## src/rtl/triangle_streamer.sv

```systemverilog
// Walks the triangle model ROM once per frame and streams each packed triangle, with a
// frame-latched camera location, over valid/ready. Optional macro: NULL_TRI_SKIP_EN.
module triangle_streamer #(
    parameter int NUM_TRIS    = 64,
    parameter int ADDRW       = 6,
    parameter int ROM_LATENCY = 2
) (
    input  logic             clk,
    input  logic             rst,
    input  logic             frame_start_in,
    input  logic [ADDRW:0]   tri_count_in,
    input  logic [27:0]      camera_loc_in,
    output logic [ADDRW-1:0] rom_addr_out,
    input  logic [63:0]      rom_data_in,
    input  logic             ready_in,
    output logic             valid_out,
    output logic [63:0]      model_out,
    output logic [27:0]      camera_loc_out,
    output logic             busy_out,
    output logic             done_out
);
    localparam logic [ADDRW:0] MAX_COUNT = (ADDRW+1)'(NUM_TRIS);
    // The address register lands one cycle after entry, so data is good on wait count == LAT.
    localparam logic [2:0]     LAT       = 3'(ROM_LATENCY);

    typedef enum logic [1:0] {S_IDLE, S_FETCH, S_PRESENT, S_DONE} state_t;

    state_t         r_state;
    logic [ADDRW:0] r_count;
    logic [ADDRW:0] r_idx;
    logic [2:0]     r_wait;
    logic [ADDRW:0] w_count_clamped;
    logic [ADDRW:0] w_next_idx;

    assign w_count_clamped = (tri_count_in > MAX_COUNT) ? MAX_COUNT : tri_count_in;
    assign w_next_idx      = r_idx + (ADDRW+1)'(1);

    always_ff @(posedge clk) begin
        if (rst) begin
            r_state        <= S_IDLE;
            r_count        <= '0;
            r_idx          <= '0;
            r_wait         <= '0;
            rom_addr_out   <= '0;
            valid_out      <= 1'b0;
            model_out      <= '0;
            camera_loc_out <= '0;
            busy_out       <= 1'b0;
            done_out       <= 1'b0;
        end else begin
            case (r_state)
                S_IDLE: begin
                    if (frame_start_in) begin
                        r_count        <= w_count_clamped;
                        camera_loc_out <= camera_loc_in;
                        r_idx          <= '0;
                        r_wait         <= '0;
                        busy_out       <= 1'b1;
                        if (w_count_clamped == '0) begin
                            done_out <= 1'b1;
                            r_state  <= S_DONE;
                        end else begin
                            rom_addr_out <= '0;
                            r_state      <= S_FETCH;
                        end
                    end
                end
                S_FETCH: begin
                    if (r_wait == LAT) begin
                        r_wait <= '0;
`ifdef NULL_TRI_SKIP_EN
                        // Null word: advance without presenting; refetch restarts the wait.
                        if (rom_data_in == 64'h0) begin
                            r_idx <= w_next_idx;
                            if (w_next_idx == r_count) begin
                                done_out <= 1'b1;
                                r_state  <= S_DONE;
                            end else begin
                                rom_addr_out <= w_next_idx[ADDRW-1:0];
                            end
                        end else begin
                            model_out <= rom_data_in;
                            valid_out <= 1'b1;
                            r_state   <= S_PRESENT;
                        end
`else
                        model_out <= rom_data_in;
                        valid_out <= 1'b1;
                        r_state   <= S_PRESENT;
`endif
                    end else begin
                        r_wait <= r_wait + 3'd1;
                    end
                end
                S_PRESENT: begin
                    if (valid_out && ready_in) begin
                        valid_out <= 1'b0;
                        r_idx     <= w_next_idx;
                        if (w_next_idx == r_count) begin
                            done_out <= 1'b1;
                            r_state  <= S_DONE;
                        end else begin
                            rom_addr_out <= w_next_idx[ADDRW-1:0];
                            r_wait       <= '0;
                            r_state      <= S_FETCH;
                        end
                    end
                end
                S_DONE: begin
                    done_out <= 1'b0;
                    busy_out <= 1'b0;
                    r_state  <= S_IDLE;
                end
                default: r_state <= S_IDLE;
            endcase
        end
    end
endmodule

```

## config.mk

```make
export PLATFORM = sky130hd
export DESIGN_NAME = triangle_streamer
export DESIGN_NICKNAME = d
export VERILOG_FILES = /design/src/rtl/triangle_streamer.sv
export SDC_FILE = /design/constraint.sdc
export NUM_CORES = 1
export LEC_CHECK = 0
export CORE_MARGIN = 4
export CORE_UTILIZATION = 42
export CTS_BUF_LIST = sky130_fd_sc_hd__clkbuf_4 sky130_fd_sc_hd__clkbuf_8 sky130_fd_sc_hd__clkbuf_16
export DETAILED_ROUTE_END_ITERATION = 8
export GPL_ROUTABILITY_DRIVEN = 0
export HOLD_SLACK_MARGIN = 0.1
export PLACE_DENSITY = 0.77
export SYNTH_ARGS = -nofsm -noshare
export SYNTH_HDL_FRONTEND = slang
export SYNTH_SLANG_ARGS = --single-unit
```

## constraint.sdc

```tcl
create_clock -name clk -period 2.6 [get_ports clk]
set_input_delay 0.52 -clock clk [delete_from_list [all_inputs] [get_ports clk]]
set_output_delay 0.52 -clock clk [all_outputs]
set_load 0.05 [all_outputs]
```

# [After elaboration in Yosys (flattened, before gate mapping)]
# Cells that the tools add are included.
[op_classes] n_mux=30 n_reduce_logical=17 add_sub_neg=2 eq_ne=12 magnitude_cmp=1
[op_table] operator="2-to-1 mux 6 bit" count=4
[op_table] operator="2-to-1 mux 7 bit" count=3
[op_table] operator="inequality test 2 bit (second input constant)" count=7
[op_table] operator="case mux 7 bit (2 select lines)" count=1
[op_table] operator="2-to-1 mux 3 bit" count=4
[op_table] operator="case mux 6 bit (2 select lines)" count=1
[op_table] operator="2-to-1 mux 2 bit" count=5
[op_table] operator="AND reduction 5 bit" count=2
[op_table] operator="case mux 3 bit (3 select lines)" count=1
[op_table] operator="AND reduction 3 bit" count=3
[op_table] operator="case mux 2 bit (4 select lines)" count=1
[op_table] operator="adder 7 x 1 -> 7 bit (second input constant)" count=1
[op_table] operator="== test 7 bit" count=1
[op_table] operator="> comparator 7 bit (second input constant)" count=1
[op_table] operator="zero test 7 bit" count=1
[op_table] operator="2-to-1 mux 1 bit" count=7
[op_table] operator="AND reduction 2 bit" count=3
[op_table] operator="nonzero test 2 bit" count=3
[op_table] operator="nonzero test 3 bit" count=2
[op_table] operator="== test 2 bit (second input constant)" count=2
[op_table] operator="case mux 1 bit (2 select lines)" count=2
[op_table] operator="AND reduction 4 bit" count=1
[op_table] operator="adder 3 x 1 -> 3 bit (second input constant)" count=1
[op_table] operator="== test 3 x 2 -> 1 bit (second input constant)" count=1
[op_table] operator="other kinds (4)" count=4
[totals] ff_bits=120 in_bits=103

# [Longest topological paths before layout]
[logic_depth] ltp_word=6 ltp_mapped=8 ltp_nobuf=7

# [Worst setup path before layout]
# OpenSTA, ideal clock, no wires.
[synth_path] kind="reg2reg" start="reg r_idx[0]" end="reg rom_addr_out[1]" stages_incl_launch_ff=9 n_path_buf=1 arrival_time_ns=2.185 setup_ns=0.129 slack_ns=0.286 cell_sequence="dfxtp_1 -> ha_1 -> and3_1 -> buf_4 -> xnor2_1 -> a221o_1 -> nor4b_4 -> mux2i_1 -> o32ai_1"
[synth_between] elab_chain_len=4
[synth_lines] element="start: declaration" line="30" source="logic [ADDRW:0] r_idx;"
[synth_lines] element="start signal: assignment" line="98" source="r_idx <= w_next_idx;"
[synth_lines] element="adder 7 x 1 -> 7 bit *" line="36" source="assign w_next_idx = r_idx + (ADDRW+1)'(1);"
[synth_lines] element="== test 7 bit or 2-to-1 mux 6 bit (tied branches)" line="99" source="if (w_next_idx == r_count) begin"
[synth_lines] element="inequality test 2 bit (no source line) or 2-to-1 mux 6 bit (tied branches)"
[synth_lines] element="AND reduction 5 bit (no source line) or case mux 6 bit (2 select lines) (tied branches)"
[synth_lines] element="end signal: assignment" line="103" source="rom_addr_out <= w_next_idx[ADDRW-1:0];"
[synth_lines] element="end: declaration" line="13" source="output logic [ADDRW-1:0] rom_addr_out,"
# Every way passes the cells marked *; elsewhere a longest branch is shown, timed or not. The select of a mux whose other input is x is not followed.
# A chain may end at the register's enable or synchronous reset.

# [Worst setup path in the final report]
[layout_path] start="reg r_idx[0]" end="reg rom_addr_out[3]"
# Same word-level chain as after synthesis.

==> qor.yml <==
sta:
  fin_crit_sh_pct: 93.9
  period_needed_ps: 2440
  relSlewSlack_pct: 54.2
  tightest_slew_ps: 688
  finalHoldViolCount: 0
  fin_skew_ps: 10.0
  drv_slew: 0
  finalSetupViolCount: 0
  whs_ps: 450
  max_freq_mhz: 410
drt:
  drt_iter0_markers: 247
  firstDrtPassIters: 5
  num_vias: 4650
  met1_length_um: 5230
  wl_met2_um: 7510
  wire_per_inst_um: 15.5
  via_per_inst: 5.09
  drc: 0
  routed_wl_um: 14200
  dr.max_layer_used: "met4"
  final_antenna_net_count: 0
  wl_met3_um: 1170
cells_and_area:
  layout-drive-gt1-share_pct: 6.56
  nets: 870
  nFillCells: 821
  syn2layout_area_growth_pct: 58.5
  postLayoutCoreUtil_pct: 69.1
  fin_cells: 914
  antenna-diode-count: 0
logic_synthesis:
  synthesis.instances: 575
  synth_area_um2: 4540
  synthTopCellsByArea: "dfxtp_1, nand2_1, a21oi_1"
  synth_edf_count: 0
  synth_cell_type_count: 42
  ys_seq_area_share_pct: 52.9
  avgSynthCellArea_um2: 7.89
  yosys.area.top_type: "dfxtp_1"
  syn_nets: 679
  async_flop_share_pct: 0
  synth-seq-cells: 120
  yosysMostFrequentCell: "nand2_1"
  synth_flop_cell: "dfxtp_1"
  ys_top_cells_by_count: "nand2_1, dfxtp_1, a21oi_1"
  yosysWarnings: 0
  synth_top_area_share_pct: 52.9
die:
  die_h_um: 112
  coreArea_um2: 10400
  ioPinCount: 204
  rows: 37
  initial_core_util_pct: 43.6
  fp.dieW_um: 112
  die-area_um2: 12500
clocking:
  cts_setup_buffers: 0
  ctsHtreeMaxLevel: 4
  cts_tree: "built"
  cts_inserted_buffers: 17
  cts_root_buffer: "clkbuf_8"
  cts.sinks: 120
  cts_hold_repair.buffers: 0
  clk_pin_slew_ps: 60
  cts_max_path_buffers: 2
  clk_latency_ps: 510
critical_path:
  path_cells: "ha_2, and3_2, xnor2_1, a221o_1, nor4b_4, buf_4, mux2i_2, o32ai_1"
  startpoint_type: "flop"
  crit_slowest_cell: "dfxtp_1"
  end_kind: "flop"
  max_stage_delay_ps: 450
  cp.required_ps: 2970
  crit_type: "flop to flop"
  regToRegSetupSlack_ps: 160
  cp_data_arrival_time_ps: 2810
  cp_max_fo: 9
placement:
  dp.cells: 883
  place_hpwl_um: 10100
  io_buffer_count: 203
power:
  power_density_nw_per_um2: 627
  power_leakage_uw: 0.00247
  ir_worst_vdd_v: 0.000434
grt:
  grt_pass1_wl_um: 22200
  overflow: 0
  grt_usage_pct: 22.0
  grt_pass1_vias: 4569
  antenna_found_initial: 0
  grt_max_degree: 67
outcome:
  status: "completed"
min_path:
  hp-class: "flop to flop"
flow_run:
  max_cap_violations: 0
==> cells by family (layout without fill, tap and decap cells) <==
| family | Yosys count | in the layout | share of synthesized area [%] |
|---|---|---|---|
| adder cells (fa/ha/maj) | 1 | 1 | 0.276 |
| XOR/XNOR | 10 | 10 | 2.23 |
| AO/OA/AOI/OAI | 143 | 143 | 17.1 |
| buffers and inverters | 47 | 250 | 4.08 |
| flip-flops | 120 | 120 | 52.9 |
| multiplexers | 1 | 1 | 0.221 |
| AND/OR/NAND/NOR | 253 | 253 | 23.1 |
==> critical path, delay by kind of cell, from the launching register on <==
kind | cells | cell delay (ps)
adder cells (fa/ha/maj) | 1 | 280
buffers and inverters | 1 | 200
multiplexers | 1 | 320
AO/OA/AOI/OAI | 2 | 510
flip-flops | 1 | 450
XOR/XNOR | 1 | 90
AND/OR/NAND/NOR | 2 | 470
==> what timing repair did <==
item / in CTS / in global routing
setup endpoints to repair: 0 / 6
hold endpoints to repair: 0 / 0
gates resized for setup: 0 / 4
==> worst paths after layout <==
check / endpoint / cells after the start / startpoint
hold reg to reg: camera_loc_out[23] / 2 / camera_loc_out[23]
hold / removal: camera_loc_out[23] / 2 / camera_loc_out[23]
setup / recovery: rom_addr_out[3] / 8 / r_idx[0]
setup reg to reg: rom_addr_out[3] / 8 / r_idx[0]
==> state kept, by name (all words and copies together), names as in the netlist <==
register        cells
busy_out            1
camera_loc_out     28
done_out            1
model_out          64
r_count             7
r_idx               7
r_state             2
r_wait              3
rom_addr_out        6
valid_out           1
==> layout make-up <==
| cell class | instances | area (µm²) | area share, % |
|---|---|---|---|
| Sequential cell | 120 | 2400 | 33.4 |
| Clock buffer | 22 | 464 | 6.45 |
| Multi-Input combinational cell | 408 | 1980 | 27.5 |
| Inverter | 9 | 33.8 | 0.470 |
| Clock inverter | 9 | 52.6 | 0.731 |
| Tap cell | 136 | 170 | 2.37 |
| Timing Repair Buffer | 210 | 2090 | 29.1 |
==> placed cells by master, fill, tap and decap left out, types with 2 or more instances in the layout <==
cell and count:
clkbuf_4 3, clkbuf_16 16, inv_1 8, nor2_1 15, o32ai_1 4, nand2_1 202, clkinv_2 6, xnor2_1 6
xor2_1 3, clkbuf_8 3, nand3_1 9, or2_2 2, a21oi_1 115, nand2b_1 2, clkinvlp_4 3, buf_4 7
o21ai_0 8, clkdlybuf4s50_1 202, dfxtp_1 120, a31oi_1 2, and2_1 2, o211ai_1 2, a311oi_1 2, or3_2 2
nor3_1 3, nand3b_1 7
==> metal layers <==
layer	up-vias	track usage (%)
met5	-	0
met4	0	8.81
met3	26	9.18
met2	173	39.8
met1	2167	22.3
li1	2284	-
==> through the flow <==
step	total power, µW	area [µm²]	worst slack, ps	setup TNS (ps)
3_5_place_dp	2530	6660	136	0
6_report	4510	7190	159	0
4_1_cts	4550	7180	135	0
3_3_place_gp	2520	6660	205	0
2_1_floorplan	2240	4540	286	0
5_1_grt	4670	7190	-46.5	-63.6
==> where the power goes <==
group	switching, µW	leakage [µW]	internal (µW)
Sequential	32.0	0.000973	1890
Clock	784	0.000256	1230
Combinational	317	0.00124	254
Total	1130	0.00247	3380
No activity file was read; power rests on OpenSTA's default activity.
